--- config.mk ---
export PLATFORM = sky130hd
export DESIGN_NAME = fifo_top_blk_flat
export DESIGN_NICKNAME = d
export VERILOG_FILES = /design/src/rtl/fifo_top_pkg.sv /design/src/rtl/fifo_top_if.sv /design/src/rtl/fifo_top_mem.sv /design/src/rtl/fifo_top_blk.sv /design/src/flat_wrapper.sv
export SDC_FILE = /design/constraint.sdc
export NUM_CORES = 1
export LEC_CHECK = 0
export ABC_AREA = 1
export CAP_MARGIN = 0
export CORE_ASPECT_RATIO = 2
export CORE_MARGIN = 4
export CORE_UTILIZATION = 55
export CTS_CLUSTER_DIAMETER = 100
export DETAILED_ROUTE_END_ITERATION = 6
export GPL_ROUTABILITY_DRIVEN = 1
export PLACE_DENSITY = 0.72
export SETUP_SLACK_MARGIN = 0.1
export SYNTH_ARGS = -nofsm -noshare
export SYNTH_HDL_FRONTEND = slang
export SYNTH_SLANG_ARGS = --single-unit
--- constraint.sdc ---
create_clock -name clk -period 3.5 [get_ports clk]
set_clock_uncertainty 0.15 [all_clocks]
set_input_delay 0.525 -clock clk [delete_from_list [all_inputs] [get_ports clk]]
set_output_delay 0.525 -clock clk [all_outputs]
set_load 0.02 [all_outputs]
--- src/rtl/fifo_top_pkg.sv ---
// Shared constants and types for the fifo_top byte FIFO.
// Optional status ports are enabled with the FIFO_TOP_STATUS_EN macro.
package fifo_top_pkg;

  localparam int DATA_WIDTH = 8;
  localparam int DEPTH      = 16;
  localparam int ADDR_WIDTH = 4;

  typedef logic [DATA_WIDTH-1:0] data_t;

endpackage

--- src/rtl/fifo_top_if.sv ---
// Producer/consumer handshake bundle for fifo_top_blk.
// Defining FIFO_TOP_STATUS_EN adds the full/empty/count status signals.
interface fifo_top_if
  import fifo_top_pkg::*;
#(
  parameter int DATA_WIDTH = fifo_top_pkg::DATA_WIDTH
`ifdef FIFO_TOP_STATUS_EN
  , parameter int ADDR_WIDTH = fifo_top_pkg::ADDR_WIDTH
`endif
) ();

  logic                  write_signal;
  logic                  read_signal;
  logic [DATA_WIDTH-1:0] data_in;
  logic [DATA_WIDTH-1:0] data_out;
`ifdef FIFO_TOP_STATUS_EN
  logic                  full;
  logic                  empty;
  logic [ADDR_WIDTH:0]   count;
`endif

  // Producer/consumer side: drives requests and write data
  modport master (
    output write_signal,
    output read_signal,
    output data_in,
    input  data_out
`ifdef FIFO_TOP_STATUS_EN
    , input full
    , input empty
    , input count
`endif
  );

  // FIFO side
  modport slave (
    input  write_signal,
    input  read_signal,
    input  data_in,
    output data_out
`ifdef FIFO_TOP_STATUS_EN
    , output full
    , output empty
    , output count
`endif
  );

endinterface

--- src/rtl/fifo_top_mem.sv ---
// Storage array for the FIFO: synchronous write port and a registered
// read port. The array itself is never reset; only the read register is.
module fifo_top_mem
  import fifo_top_pkg::*;
#(
  parameter int DATA_WIDTH = fifo_top_pkg::DATA_WIDTH,
  parameter int DEPTH      = fifo_top_pkg::DEPTH,
  parameter int ADDR_WIDTH = fifo_top_pkg::ADDR_WIDTH
) (
  input  logic                  clk,
  input  logic                  rst,
  input  logic                  wr_en,
  input  logic [ADDR_WIDTH-1:0] wr_addr,
  input  logic [DATA_WIDTH-1:0] wr_data,
  input  logic                  rd_en,
  input  logic [ADDR_WIDTH-1:0] rd_addr,
  output logic [DATA_WIDTH-1:0] rd_data
);

  logic [DATA_WIDTH-1:0] mem [DEPTH];

  // Write port: store the incoming word at the write address
  always_ff @(posedge clk) begin
    if (wr_en) begin
      mem[wr_addr] <= wr_data;
    end
  end

  // Read port: capture the addressed word; hold otherwise so underflow keeps the last value
  always_ff @(posedge clk or posedge rst) begin
    if (rst) begin
      rd_data <= '0;
    end else if (rd_en) begin
      rd_data <= mem[rd_addr];
    end
  end

endmodule

--- src/rtl/fifo_top_blk.sv ---
// Single-clock byte FIFO with registered read data. Overflow writes and
// underflow reads are dropped without any state change.
// Optional macro FIFO_TOP_STATUS_EN exposes full/empty/count on the bus.
module fifo_top_blk
  import fifo_top_pkg::*;
#(
  parameter int DATA_WIDTH = fifo_top_pkg::DATA_WIDTH,
  parameter int DEPTH      = fifo_top_pkg::DEPTH,
  parameter int ADDR_WIDTH = fifo_top_pkg::ADDR_WIDTH
) (
  input  logic      clk,
  input  logic      rst_n,
  fifo_top_if.slave bus
);

  localparam logic [ADDR_WIDTH:0] FULL_COUNT = (ADDR_WIDTH + 1)'(DEPTH);
  localparam logic [ADDR_WIDTH:0] COUNT_ONE  = (ADDR_WIDTH + 1)'(1);
  localparam logic [ADDR_WIDTH-1:0] PTR_ONE  = ADDR_WIDTH'(1);

  logic [ADDR_WIDTH-1:0] wr_ptr;
  logic [ADDR_WIDTH-1:0] rd_ptr;
  logic [ADDR_WIDTH:0]   count;
  logic                  full;
  logic                  empty;
  logic                  wr_en;
  logic                  rd_en;

  // Flags come from registered occupancy, so a same-cycle read never frees
  // room for a write when full, and a same-cycle write never feeds a read when empty.
  assign full  = (count == FULL_COUNT);
  assign empty = (count == '0);
  assign wr_en = bus.write_signal & ~full;
  assign rd_en = bus.read_signal & ~empty;

  // Pointer and occupancy bookkeeping; pointers wrap naturally at DEPTH
  always_ff @(posedge clk or posedge rst_n) begin
    if (rst_n) begin
      wr_ptr <= '0;
      rd_ptr <= '0;
      count  <= '0;
    end else begin
      if (wr_en) begin
        wr_ptr <= wr_ptr + PTR_ONE;
      end
      if (rd_en) begin
        rd_ptr <= rd_ptr + PTR_ONE;
      end
      case ({wr_en, rd_en})
        2'b10:   count <= count + COUNT_ONE;
        2'b01:   count <= count - COUNT_ONE;
        default: count <= count;
      endcase
    end
  end

  fifo_top_mem #(
    .DATA_WIDTH (DATA_WIDTH),
    .DEPTH      (DEPTH),
    .ADDR_WIDTH (ADDR_WIDTH)
  ) u_mem (
    .clk     (clk),
    .rst     (rst_n),
    .wr_en   (wr_en),
    .wr_addr (wr_ptr),
    .wr_data (bus.data_in),
    .rd_en   (rd_en),
    .rd_addr (rd_ptr),
    .rd_data (bus.data_out)
  );

`ifdef FIFO_TOP_STATUS_EN
  assign bus.full  = full;
  assign bus.empty = empty;
  assign bus.count = count;
`endif

endmodule

--- src/flat_wrapper.sv ---
// flat-port wrapper written by rule: the top's interface ports become plain ports
module fifo_top_blk_flat import fifo_top_pkg::*;
#(
  parameter int DATA_WIDTH = fifo_top_pkg::DATA_WIDTH,
  parameter int DEPTH      = fifo_top_pkg::DEPTH,
  parameter int ADDR_WIDTH = fifo_top_pkg::ADDR_WIDTH
)
  (clk, rst_n, bus_write_signal, bus_read_signal, bus_data_in, bus_data_out);
  fifo_top_if #(.DATA_WIDTH(DATA_WIDTH)) bus_i ();
  input  logic clk;
  input  logic rst_n;
  input wire logic [$bits(bus_i.write_signal)-1:0] bus_write_signal;
  input wire logic [$bits(bus_i.read_signal)-1:0] bus_read_signal;
  input wire logic [$bits(bus_i.data_in)-1:0] bus_data_in;
  output wire logic [$bits(bus_i.data_out)-1:0] bus_data_out;
  assign bus_i.write_signal = bus_write_signal;
  assign bus_i.read_signal = bus_read_signal;
  assign bus_i.data_in = bus_data_in;
  assign bus_data_out = bus_i.data_out;
  fifo_top_blk #(.DATA_WIDTH(DATA_WIDTH), .DEPTH(DEPTH), .ADDR_WIDTH(ADDR_WIDTH)) u_core (.clk(clk), .rst_n(rst_n), .bus(bus_i));
endmodule
# After elaboration in Yosys (flattened, before gate mapping)
# Memories as Yosys holds them, arrays and structs flattened. A register that Yosys moved wholly into a read port is not among the register bits.
# Cells that the tools add are included.
# W data, S select, Z words.
[op_classes]
addsub = 4
eq_ne = 3
mux = 3
n_bitwise = 4
reduce_logical = 2
[ops]
columns = ["operator", "n"]
rows = [
  ["$pmux W5 S2", 1],
  ["$add A4 B1 Y4 const B", 2],
  ["$add A5 B1 Y5 const B", 1],
  ["$eq A5 B5 Y1 const B", 1],
  ["$logic_not A5 Y1", 1],
  ["$sub A5 B1 Y5 const B", 1],
  ["$and A1 B1 Y1", 2],
  ["$eq A2 B1 Y1 const B", 1],
  ["$eq A2 B2 Y1 const B", 1],
  ["$mux W1", 2],
  ["$not A1 Y1", 2],
  ["$reduce_bool A2 Y1", 1],
]
[totals]
regBits = 13
ram_bits = 128
input_bits = 12
output_inout_bits = 8
wordCells = 20
memories = 1
[mem_list]
columns = ["memory", "depth", "word_bits", "rd", "rd_ports_with_merged_regs", "wr", "line", "rtl"]
rows = [
  ["u_core.u_mem.mem", 16, 8, 1, 1, 1, "fifo_top_mem.sv:20", "logic [DATA_WIDTH-1:0] mem [DEPTH];"],
]

# Logic depth before layout (Yosys ltp)
# Gate-level depths: netlist (run 1).
[depth]
depth_word = 5
depth_mapped = 15
depth_no_buf = 14

# Cells and area by module
# Synthesis (run 1) repeated with hierarchy kept, for this count alone.
[hier_totals]
hier_cells = 583
hier_area_um2 = 6422.4
[modules_own_cells]
columns = ["module", "n_inst", "cells_each", "area_per_inst_um2", "seq_area_each_um2"]
rows = [
  ["fifo_top_mem", 1, 482, 5595.4, 4043.9],
  ["fifo_top_blk", 1, 101, 827.0, 325.3],
]

# Worst setup path after synthesis (run 1)
# Ideal clock, no wire load.
[synth_path]
kind = "register to register"
start = "register u_core.count[0]"
end = "register u_core.count[4]"
setup_ps = 117
arrival_ps = 2198
t_required_ps = 3233
path_slack_ps = 1036
path_stages_with_launch = 15
n_path_buf = 1
synth_period_minus_slack_ps = 2464
path_cell_list = "dfrtp_1 > nor4_2 > nand2_1 > nand2_1 > buf_2 > ha_1 > inv_1 > fa_1 > inv_1 > nand2_1 > nand2_1 > a21oi_1 > xor2_1 > nand2_1 > nand2_1"
[synth_via]
elab_chain_cells = 5
word_cells_on_any_way = 12
classes_between = "add/sub (2); eq/ne (3); mux (1); bitwise (4); reduce/logical (2)"
[synth_rtl]
columns = ["element", "line", "rtl"]
rows = [
  ["from (decl)", "fifo_top_blk.sv:22", "logic [ADDR_WIDTH:0] count;"],
  ["from (signal assigned)", "fifo_top_blk.sv:49", "2'b10: count <= count + COUNT_ONE;"],
  ["from (signal assigned)", "fifo_top_blk.sv:50", "2'b01: count <= count - COUNT_ONE;"],
  ["from (signal assigned)", "fifo_top_blk.sv:51", "default: count <= count;"],
  ["$eq A5 B5 Y1 / $logic_not A5 Y1 (equally long branches)", "fifo_top_blk.sv:30, fifo_top_blk.sv:31", ""],
  ["$not A1 Y1 (on tied branches)", "fifo_top_blk.sv:32, fifo_top_blk.sv:33", ""],
  ["$and A1 B1 Y1 (on tied branches)", "fifo_top_blk.sv:32, fifo_top_blk.sv:33", ""],
  ["$eq A2 B1 Y1 / $eq A2 B2 Y1 (equally long branches)", "fifo_top_blk.sv:48", "case ({wr_en, rd_en})"],
  ["$pmux W5 S2 / $reduce_bool A2 Y1 (equally long branches)", "n/a", ""],
]
# Several ways; a longest one is shown, not always the timed one.
# A chain may end at the register's enable or synchronous reset.

# Worst setup path in the final report (run 1)
# Ends and elaborated chain as after synthesis.

==> results of run 1 <==
==> tightest hold or removal path, cell delays in order (launching register included) <==
cell and delay [ns]:
sky130_fd_sc_hd__dfrtp_1 0.34, sky130_fd_sc_hd__nand2_1 0.05, sky130_fd_sc_hd__nand2_1 0.06
==> metal layers <==
layer	track usage (%)	wire length, µm	vias to the layer above
met5	0	0	-
met2	41.4	8240	159
li1	-	-	2205
met3	4.07	609	57
met4	16.2	945	0
met1	21.2	5070	2223
==> final cells by class <==
class	instances	share of cell area [%]
Clock buffer	20	5.94
Timing Repair Buffer	41	4.62
Multi-Input combinational cell	373	22.1
Sequential cell	149	56.8
Tap cell	145	2.36
Inverter	120	5.86
Clock inverter	12	2.33
==> state kept, by name, summed over array words and instances, names as in the netlist <==
signal                count
u_core.wr_ptr             4
u_core.u_mem.mem        128
u_core.count              5
u_core.u_mem.rd_data      8
u_core.rd_ptr             4
==> cells in the mapped netlist, drive strengths merged <==
cell type / number / area, µm²
dfrtp: 21 / 526
nor3: 16 / 80.1
fa: 1 / 20.0
a21oi: 2 / 10.0
buf: 27 / 159
nand2: 231 / 870
a31oi: 1 / 6.26
nand3: 99 / 495
clkbuf: 2 / 7.51
nor2: 2 / 7.51
xnor2: 4 / 35.0
edfxtp: 128 / 3840
inv: 119 / 447
nor4: 1 / 12.5
o21ai: 3 / 15.0
o21bai: 1 / 7.51
ha: 9 / 113
clkinv: 1 / 3.75
xor2: 3 / 26.3
==> logic make-up (layout without fill, tap and decap cells) <==
| group | Yosys count | in the layout | share of synthesized area (%) |
|---|---|---|---|
| XOR/XNOR | 7 | 7 | 0.917 |
| buffers and inverters | 149 | 193 | 9.23 |
| adder cells (fa/ha/maj) | 10 | 10 | 1.98 |
| AO/OA/AOI/OAI | 7 | 7 | 0.580 |
| flip-flops | 149 | 149 | 65.4 |
| AND/OR/NAND/NOR | 349 | 349 | 21.9 |
==> how the worst max path moves through the flow <==
stage               slack, ns               to  cells past startpoint       startpoint
finish                   0.86  u_core.count[4]                     12  u_core.count[0]
global route             0.66  u_core.count[4]                     12  u_core.count[0]
CTS                      0.86  u_core.count[4]                     12  u_core.count[0]
detailed placement       0.63  u_core.count[4]                     13  bus_read_signal
global placement         0.70  u_core.count[4]                     13  bus_read_signal
floorplan                1.04  u_core.count[4]                     14  u_core.count[0]
==> power breakdown <==
group | switching, mW | leakage (nW) | internal, mW
Sequential | 0.142 | 1.41 | 2.17
Combinational | 1.31 | 1.70 | 0.622
Clock | 0.694 | 0.290 | 1.23
Total | 2.15 | 3.40 | 4.02
==> results, run 1 <==
- The library cells used most frequently in the layout, excluding fill and tap cells, are sky130_fd_sc_hd__nand2_1 (230), sky130_fd_sc_hd__edfxtp_1 (128), sky130_fd_sc_hd__inv_1 (118).
- The count of synthesis-stage warnings from yosys is 0.
- In the global route stage, overall resource usage came out at between 20 and 25%.
- Counting tap cells, the placed design contains a total of slightly above 800 instances.
- The buffer type at the clock tree root is sky130_fd_sc_hd__clkbuf_16.
- The kind of cell adding the most delay to the critical path is simple AND/OR/NAND/NOR gates.
- The number of inserted diodes is 0.
- Hold repair after CTS inserted 0 buffers.
- The worst-case headroom to the max-slew limit is 27.2%.
- Counting both buffers and inverters, the worst setup path holds a total of 1.
- The number of cell instances on the worst register-to-register path is 12.
- Walking the worst path, the cells encountered are nor4_2 > nand2_1 > nand2_2 > inv_1 > ha_1 > ha_1 > nand2_1 > nand2_1 > a21oi_1 > xor2_1 > nand2_1 > nand2_1.
- Leaving out fill and tap cells, the most frequent cell in the layout is sky130_fd_sc_hd__nand2_1.
- In this run, post-CTS repair resized a total of 0 instances.
- The final critical-path share of the clock period is about three quarters.
- The core area is roughly 12000 µm².
- No sink is reached through more buffers than the 2 on the longest clock path.
- The category of the worst setup path capture point is a flip-flop.
- The clock net sink count is between 100 and 150.
- The post-CTS setup buffer count is 0.
- In this run the power density over the cells is about 800 nW/µm².
- TritonCTS created 17 clock buffers.
- The origin of the worst min-delay path is u_core.u_mem.rd_data[0].
- The number of remaining DRC errors is 0.
- VDD sags by at most 0.000512 V.
- In this run the worst path has a maximum fanout of 14.
- The routed design has roughly 15000 µm of wire.
- Adding up every negative setup slack in the final design gives 0 ns.
- The count of final setup violators is 0.
- The H-tree generated during clock tree synthesis spans 4 levels.
- The fraction of final layout cells with drive strength greater than 1 is 7.97%.
- The netlist area before placement is roughly 6700 µm².
- For this run, the top clock speed supported by timing is about 0.38 GHz.
- The minimum hold slack is 0.336 ns.
- The effective utilization at floorplan is a little under three fifths.
- The total leakage power is about 3.4 nW.
- Across all setup checks in the final design, the least slack found is 0.863 ns.
- The clock input transition at the sequential cells of the worst setup and hold paths is around 0.060 ns.
- The worst register-to-register path has a setup slack of roughly 0.86 ns.
- In this run the cell area measured after placement is 7060 µm².
- The design draws 6.17 mW.
- The count of input and output buffers is 19.
- The total nets after synthesis is 693.
- The vertical die dimension is about 160 µm.
- The global-route wire length before repair is approximately 23000 µm.
- In this run the horizontal extent of the chip is between 80 and 90 µm.
- The synthesis-to-layout area growth is 15.1%.
- TritonCTS built the clock tree.
- The most common cell type on the critical path is sky130_fd_sc_hd__nand2_1.
- The startpoint type of the worst setup path is a flip-flop.
- The number of max-capacitance violations reported is 0.
- The first routing iteration left around 340 violations.
- For the pin with the worst max-slew slack, the measured transition is 1.09 ns.
- The hold path endpoint is u_core.u_mem.rd_data[0].
- The count of mapped cells out of synthesis is roughly 670.
- In this run the critical register-to-register path is captured at u_core.count[4].
- The worst hold path passes through 2 cells.
- The number of antenna violations at the first check in global routing is 0.
- The largest net degree at the start of global routing is 68.
- The finished cells cover 7690 µm².
- The total number of nets in the final design is roughly 720.
- Fill cells in the final layout number 889.
- Summed over all layers, the global routing overflow is 0.
- The area of the die is roughly 14000 µm².
- The run finished with clean final reports.
- The number of pins with negative max-slew slack in the final report is 0.
- The worst setup path is of the flip-flop to flip-flop kind.
- The first-pass iteration count of the detailed router is 5.
- The final count of hold timing violations came to 0.
- The average vias per placed instance is between 5 and 6.
- The footprint of the flip-flops and latches is between 4000 and 5000 µm².
- The floorplan row count is between 50 and 60.
- The via count of the first global-routing pass is between 4000 and 5000.
- Excluding fillers, the count of instances in the completed layout stands at 860.
- The final critical path time including I/O delays and setup is about 2.6 ns.
- For the worst-skew pair, the clock arrives at the later sink with an insertion delay of between 0.4 and 0.5 ns.
- The global placement routability congestion is 0.828.
- On the worst path, the slowest cell contributes a delay of between 0.4 and 0.5 ns.
- Before CTS, the worst setup slack after placement is roughly 0.63 ns.
- Detailed routing inserted a total of between 4000 and 5000 vias.
- The area taken by multi-input logic gates is 1700 µm².
- The routed length per instance is 17.3 µm.
- The number of nets with antenna violations after routing is 0.
- The number of library cell types mapped by synthesis is 24.
- For this design, the slowest cell found on the critical path is sky130_fd_sc_hd__dfrtp_1.
- The startpoint identified for the worst register-to-register timing path is u_core.count[0].
- The worst hold path belongs to the class flip-flop to flip-flop.
- The estimated wirelength of the detail-placed design is roughly 9600 µm.
- The utilization of the core after routing is about two thirds.
- The synthesized area divided by synthesized cell count is 9.96 µm².
- The endpoint required time on the critical path is ~3.7 ns.
- The data arrival at the endpoint of the critical path is ~2.9 ns.
- Setup repair after global routing left no endpoint under its margin.
- Of the synthesized area, sequential elements account for approximately 65%.
- After synthesis the netlist holds a flip-flop and latch count of about 150.
- The number of top-level design ports is 20.
No activity file was read; power rests on OpenSTA's default activity.
==> inputs of run 2 (changes only) <==
clock period = 2.7 ns   (was 3.5 ns; I/O delays follow)
==> run 2 against run 1 <==
Sequential share of layout area is 0.61 points lower. Clock power is 32% higher. Utilization up 0.71 points. Power rose by 31%. Worst setup slack got worse by 0.62 ns. Non-clock buffer count increased by 9. Count of clock-buffer cells in the layout is the same. Sequential power increased by 29%. Critical endpoint unchanged.
==> results, run 2 (same netlist as run 1, synthesis figures left out) <==
- Measured along the y axis, the die boundary spans ~160 µm.
- The data arrival at the endpoint of the critical path is 2.61 ns.
- The most common cell type on the critical path is sky130_fd_sc_hd__nand2_1.
- The fraction of final layout cells with drive strength greater than 1 is 8.98%.
- The slowest stage of the critical path is the sky130_fd_sc_hd__dfrtp_1 cell.
- The count of nets left with antenna violations once routing finished came out at 0.
- Detailed placement ended at an HPWL of between 9000 and 10000 µm.
- The sequential cells in the finished layout cover a total of about 4400 µm².
- Using the TritonRoute via totals, the vias-per-cell ratio works out to about 5.4.
- The H-tree was split into 4 levels.
- The flow ran to the end, and the final reports show no timing, DRC or antenna violations.
- Compared with the post-synthesis result, the final layout area differs by 16.3%.
- The total length of routed wires is between 10000 and 15000 µm.
- STA puts the critical path data required time at roughly 2.9 ns.
- The net count of the finished layout is around 730.
- The clock tree from TritonCTS is yes.
- The via count of the first global-routing pass is around 4800.
- The maximum fanout encountered on the critical timing path is 5.
- The total power is between 8 and 9 mW.
- For this configuration, the core starts out at a cell density of between 50% and 60%.
- The floorplan step defined a die boundary enclosing around 14000 µm².
- The flip-flop count of the largest register after layout is 128.
- The worst pin sits at a relative slew slack of approximately 48%.
- The slew at the pin closest to its max-slew limit is 0.773 ns.
- For this run, the top clock speed supported by timing is 0.407 GHz.
- The floorplan step defined a core boundary enclosing approximately 12000 µm².
- Counting I/O delays and the setup requirement, the final critical path takes 2.46 ns.
- The clock network latency to the later pin of the worst-skew pair is between 0.4 and 0.5 ns.
- Counting every sink on the clock net gives between 100 and 150.
- The finished layout cell area is between 7000 and 8000 µm².
- The signal on the critical path passes through nor4_4 > nand2_1 > nand2_1 > ha_2 > inv_1 > fa_1 > inv_1 > nand2_1 > nand2_1 > a21oi_1 > xor2_1 > nand2_1 > nand2_1.
- The worst path meets setup with 0.243 ns of slack.
- Entering global routing, the biggest net connects 42 pins.
- The number of pins with negative max-slew slack in the final report is 0.
- The count of final setup violators is 0.
- In the final routed layout, each cell accounts on average for 16.9 µm.
- The floorplan row count is 56.
- The final critical-path share of the clock period is around nine tenths.
- The first TritonRoute pass finished after 5 iterations.
- STA classifies the critical path startpoint as a flip-flop.
- The remaining global-route overflow is 0.
- Broken down by cell family, the worst path's largest delay share belongs to simple AND/OR/NAND/NOR gates.
- OpenSTA, run right after detailed placement, puts the worst setup slack at just over 0.1 ns.
- The leading cell type in the layout, fill and taps excluded is sky130_fd_sc_hd__nand2_1.
- The number of remaining DRC errors is 0.
- The total via count after detailed routing is roughly 4700.
- The tool flagged a number of max-cap violations equal to 0.
- The total clock buffers created by CTS is 17.
- In this run the power density over the cells is just over 1000 nW/µm².
- The final-layout setup total negative slack is 0 ns.
- The clock input transition at the sequential cells of the worst setup and hold paths is around 0.06 ns.
- In the final layout, the multi-input gates occupy approximately 1700 µm².
- The overall fraction of global-route tracks in use is 22.2%.
- 0 antenna diodes ended up in the layout.
- Routability-driven placement finished with a final weighted congestion of about 0.87.
- The die is 86.0 µm wide.
- In the layout the commonest cells are sky130_fd_sc_hd__nand2_1 (230), sky130_fd_sc_hd__edfxtp_1 (128), sky130_fd_sc_hd__inv_1 (118).
- The buffer type at the clock tree root is sky130_fd_sc_hd__clkbuf_16.
- The maximum number of buffers from clock root to sink is 2.
- u_core.u_mem.mem holds more flip-flops than any other register.
- The first global-routing pass estimated roughly 23000 µm of wire.
- Setup repair after global routing left no endpoint under its margin.
- The buffer and inverter count on the worst path is 2.
- The worst setup path is of the flip-flop to flip-flop kind.
- The count of input and output buffers is 19.
- The total leakage power is around 3.5 nW.
- The peak ir drop on the vdd network is 0.000561 V.
- The post-CTS setup buffer count is 0.
- The final count of hold timing violations was 0.
- The maximum single-stage delay on the critical path is around 0.44 ns.
- The first routing iteration left 406 violations.
- In the final layout, the registers with the most flip-flops are u_core.u_mem.mem (128), u_core.u_mem.rd_data (8), u_core.count (5).
- The number of fillers in the final layout is approximately 890.
- The number of antenna violations at the first check in global routing is 0.
- In this run the worst hold path is classified as primary input to async pin.
- The post-place instance area is 7120 µm².
- In this run the count of I/O pins placed on the die edge is 20.
- The worst setup path is captured at a flip-flop.
## run 2: cell types whose count changed in the layout (fill, tap and decap cells not counted), sizes merged
cell and change:
bufinv +1, clkinv +2, buf +9, clkinvlp -3
## run 2: timing repair
item                       CTS  global route
gates resized for setup      0             2
hold buffers                 0             0
setup endpoints to repair    0             1
## run 2: final timing paths
kind                                          from                       to  slack [ns]  cells after the start
setup / recovery                   u_core.count[0]          u_core.count[4]        0.24                     13
max in group asynchronous                    rst_n         u_core.wr_ptr[3]        1.65                      3
setup reg to reg                   u_core.count[0]          u_core.count[4]        0.24                     13
hold / removal                               rst_n  u_core.u_mem.rd_data[0]        0.17                      2
min in group clk           u_core.u_mem.rd_data[7]  u_core.u_mem.rd_data[7]        0.34                      2
hold reg to reg            u_core.u_mem.rd_data[7]  u_core.u_mem.rd_data[7]        0.34                      2
## run 2: area by class of cell
cell class	count	area share, %
well taps	145	2.33
repair buffers	50	5.44
multi-input cells	373	22.0
flip-flops and latches	149	56.2
clock inverters	12	2.62
clock buffers	20	5.62
inverters	120	5.79
## run 2: worst reg2reg max path: cells and delay by family, from the launching register on
kind	cells	cell delay, ns
XOR/XNOR	1	0.14
flip-flops	1	0.44
AND/OR/NAND/NOR	7	0.77
adder cells (fa/ha/maj)	2	0.63
AO/OA/AOI/OAI	1	0.08
buffers and inverters	2	0.14
## run 2: stage by stage
stage / utilization [%] / hold slack (ns) / cells
floorplan: - / 0.232 / 671
global placement: 60.2 / 0.318 / 837
detailed placement: 60.2 / 0.323 / 837
CTS: 65.6 / 0.180 / 869
global route: 65.7 / 0.204 / 869
finish: 65.7 / 0.171 / 869
## run 2: routing by layer
layer	up-vias	wire length [µm]	part of all wire [%]	global-route usage, %
li1	2230	-	-	-
met1	2279	5130	35	21.6
met2	139	8230	56	41.2
met3	59	597	4.1	4.52
met4	0	761	5.2	14.2
met5	-	0	0	0
## run 2: power by group
group	switching (mW)	internal, mW
clock	0.888	1.64
sequential	0.173	2.82
combinational	1.70	0.845
total	2.76	5.30
==> inputs of run 3 (changes only) <==
CORE_UTILIZATION = 34   (was 55)
PLACE_DENSITY = 0.46   (was 0.72)
==> run 3 against run 2 <==
Register-to-register slack hardly changed. Critical path depth stayed put. Fmax is 0.59% higher. Hold slack worse by 0.016 ns. Utilization is 25 points lower. First-iteration DRC count is 51% lower. Power is 2.0% lower. Via count is 4.9% lower.
==> results, run 3 (same netlist as run 1, synthesis figures left out) <==
- The run finished with clean final reports.
- The total clock buffers created by CTS is 17.
- The kind of cell adding the most delay to the critical path is simple AND/OR/NAND/NOR gates.
- The number of pins with negative max-slew slack in the final report is 0.
- The fraction of final layout cells with drive strength greater than 1 is 8.34%.
- The number of antenna violations at the first check in global routing is 0.
- Summing all non-filler instances in the final layout gives an area of slightly below 8000 µm².
- 20 I/O pins were placed.
- The count of nets left with antenna violations once routing finished came out at 0.
- During placement, the flow inserted port buffers numbering 19.
- In this run, the number of DRC markers left after iteration 0 of detailed routing was 200.
- The longest clock path from root to sink contains 2 buffers.
- The peak clock frequency supported by timing is 0.409 GHz.
- The clock input transition at the sequential cells of the worst setup and hold paths is 0.06 ns.
- After clock tree synthesis, the setup repair step added 0 buffers.
- The number of gates resized after cts is 0.
- Final hold analysis gives a worst-case slack of ~0.16 ns.
- Summed over all cells, the static leakage comes to 3.40 nW.
- The master of the slowest instance on the critical path is sky130_fd_sc_hd__dfrtp_1.
- After layout, the worst setup slack is around 0.26 ns.
- The cell count along the critical path is 13.
- STA classifies the critical path startpoint as a flip-flop.
- Entering global routing, the biggest net connects 68 pins.
- The first-pass iteration count of the detailed router is 4.
- On the worst path, the slowest cell contributes a delay of approximately 0.44 ns.
- At the end of the flow, the number of nets in the layout was about 730.
- Power spread over the standard cell area amounts to between 1000 and 1500 nW/µm².
- The most common cell type on the critical path is sky130_fd_sc_hd__nand2_1.
- The buffer type at the clock tree root is sky130_fd_sc_hd__clkbuf_16.
- The die covers 22100 µm².
- The via count of the first global-routing pass is 4787.
- The critical path in this run is classified as flip-flop to flip-flop.
- The clock network latency to the later pin of the worst-skew pair is approximately 0.42 ns.
- The endpoint required time on the critical path is approximately 2.9 ns.
- From bottom edge to top edge, the die measures between 200 and 250 µm.
- Along the worst path, the maximum fanout reaches 5.
- The worst hold path belongs to the class primary input to async pin.
- Leaving out fill and tap cells, the most frequent cell in the layout is sky130_fd_sc_hd__nand2_1.
- The flip-flop count of the largest register after layout is ~130.
- Data arrives at the worst endpoint at 2.60 ns.
- The number of hold buffers added after CTS is 0.
- The estimated wirelength of the detail-placed design is ~11000 µm.
- The H-tree generated during clock tree synthesis spans 4 levels.
- The critical path goes through nor4_4 > nand2_1 > nand2_1 > ha_2 > inv_1 > fa_1 > inv_1 > nand2_1 > nand2_1 > a21oi_1 > xor2_1 > nand2_1 > nand2_1.
- The worst pin sits at a relative slew slack of between 40% and 50%.
- The setup check on the worst reg-to-reg path leaves a slack of ~0.26 ns.
- The largest register by flop count is u_core.u_mem.mem.
- The number of remaining DRC errors is 0.
- STA classifies the critical path endpoint as a flip-flop.
- The final-layout setup total negative slack is 0 ns.
- The total power is a little under 8 mW.
- Counting both buffers and inverters, the worst setup path holds a total of 2.
- The effective utilization at floorplan is around a third.
- Wires add up to 16200 µm.
- The largest registers in the layout are u_core.u_mem.mem (128), u_core.u_mem.rd_data (8), u_core.count (5).
- Setup repair after global routing left no endpoint under its margin.
- The clock net sink count is roughly 150.
- IR analysis of the VDD net gives a maximum drop of 0.000460 V.
- The core region is 19400 µm².
- Dividing the detail-routed wire length by the instance count gives about 17 µm.
- The routed layout has about 4500 vias.
- The count of final setup violators is 0.
- The average vias per placed instance is about 4.6.
- The floorplan row count is 72.
- After layout, the worst path uses between 90 and 100% of the clock period.
- The first global-routing pass estimated between 20000 and 30000 µm of wire.
- OpenSTA, run right after detailed placement, puts the worst setup slack at roughly 0.13 ns.
- From left edge to right edge, the die measures ~110 µm.
- The global placement routability congestion is ~0.77.
- The top cell types in the final layout, fill and taps aside, are sky130_fd_sc_hd__nand2_1 (230), sky130_fd_sc_hd__edfxtp_1 (128), sky130_fd_sc_hd__inv_1 (118).
- The final count of hold timing violations is 0.
- Global routing used approximately 16% of the available tracks.
- The synthesis-to-layout area growth is 17.0%.
- Global routing finished with a remaining overflow of 0.
- 0 antenna diodes ended up in the layout.
- The final critical path time including I/O delays and setup is between 2 and 2.5 ns.
- The startpoint of the worst register-to-register path is u_core.count[0].
- The number of max-capacitance violations reported is 0.
- The endpoint identified for the worst register-to-register timing path is u_core.count[4].
- The clock tree from TritonCTS is yes.
- The number of cell instances on the worst register-to-register path is 13.
- At the pin with the least slew margin, the transition time is between 0.7 and 0.8 ns.
- The post-place instance area is between 7000 and 8000 µm².
==> run 3: cell types whose count changed in the layout (fill, tap and decap cells not counted) <==
cell	before	now
sky130_fd_sc_hd__inv_6	0	1
sky130_fd_sc_hd__buf_12	0	1
sky130_fd_sc_hd__buf_4	31	25
sky130_fd_sc_hd__clkinvlp_4	3	5
sky130_fd_sc_hd__clkinv_2	1	3
sky130_fd_sc_hd__clkinv_4	3	1
sky130_fd_sc_hd__bufinv_16	5	2
==> run 3: where the power goes <==
part	leakage, nW	total [mW]	switching [mW]	internal [mW]
Clock	0.262	2.28	0.922	1.36
Sequential	1.41	2.99	0.179	2.82
Combinational	1.72	2.63	1.79	0.845
==> run 3: area by class of cell <==
cell class	instances	area, µm²
clock inverters	12	130
repair buffers	45	398
fillers	1912	11500
clock buffers	20	437
flip-flops and latches	149	4370
multi-input cells	373	1710
well taps	259	324
inverters	120	450
==> run 3: stage by stage <==
step | utilization, % | std cells
finish | 40.4 | 978
global route | 40.4 | 978
CTS | 40.3 | 978
floorplan | - | 671
global placement | 37.4 | 946
detailed placement | 37.4 | 946
==> run 3: how the worst max path moves through the flow <==
stage | startpoint | end
floorplan | u_core.count[0] | u_core.count[4]
global placement | bus_read_signal | u_core.count[4]
detailed placement | u_core.count[0] | u_core.count[4]
CTS | u_core.count[0] | u_core.count[4]
global route | u_core.count[0] | u_core.count[4]
finish | u_core.count[0] | u_core.count[4]
==> run 3: worst register-to-register path, stage by stage (launching register included) <==
cell	delay (ns)
sky130_fd_sc_hd__dfrtp_1	0.44
sky130_fd_sc_hd__nor4_4	0.34
sky130_fd_sc_hd__nand2_1	0.09
sky130_fd_sc_hd__nand2_1	0.09
sky130_fd_sc_hd__ha_2	0.26
sky130_fd_sc_hd__inv_1	0.07
sky130_fd_sc_hd__fa_1	0.39
sky130_fd_sc_hd__inv_1	0.07
sky130_fd_sc_hd__nand2_1	0.06
sky130_fd_sc_hd__nand2_1	0.06
sky130_fd_sc_hd__a21oi_1	0.07
sky130_fd_sc_hd__xor2_1	0.14
sky130_fd_sc_hd__nand2_1	0.06
sky130_fd_sc_hd__nand2_1	0.05
==> run 3: layer usage <==
metal	vias up	part of all wire (%)	GRT usage (%)
li1	2216	-	-
met1	2168	36	14.8
met2	67	58	31.0
met3	26	2.3	2.53
met4	0	3.5	8.18
met5	-	0	0
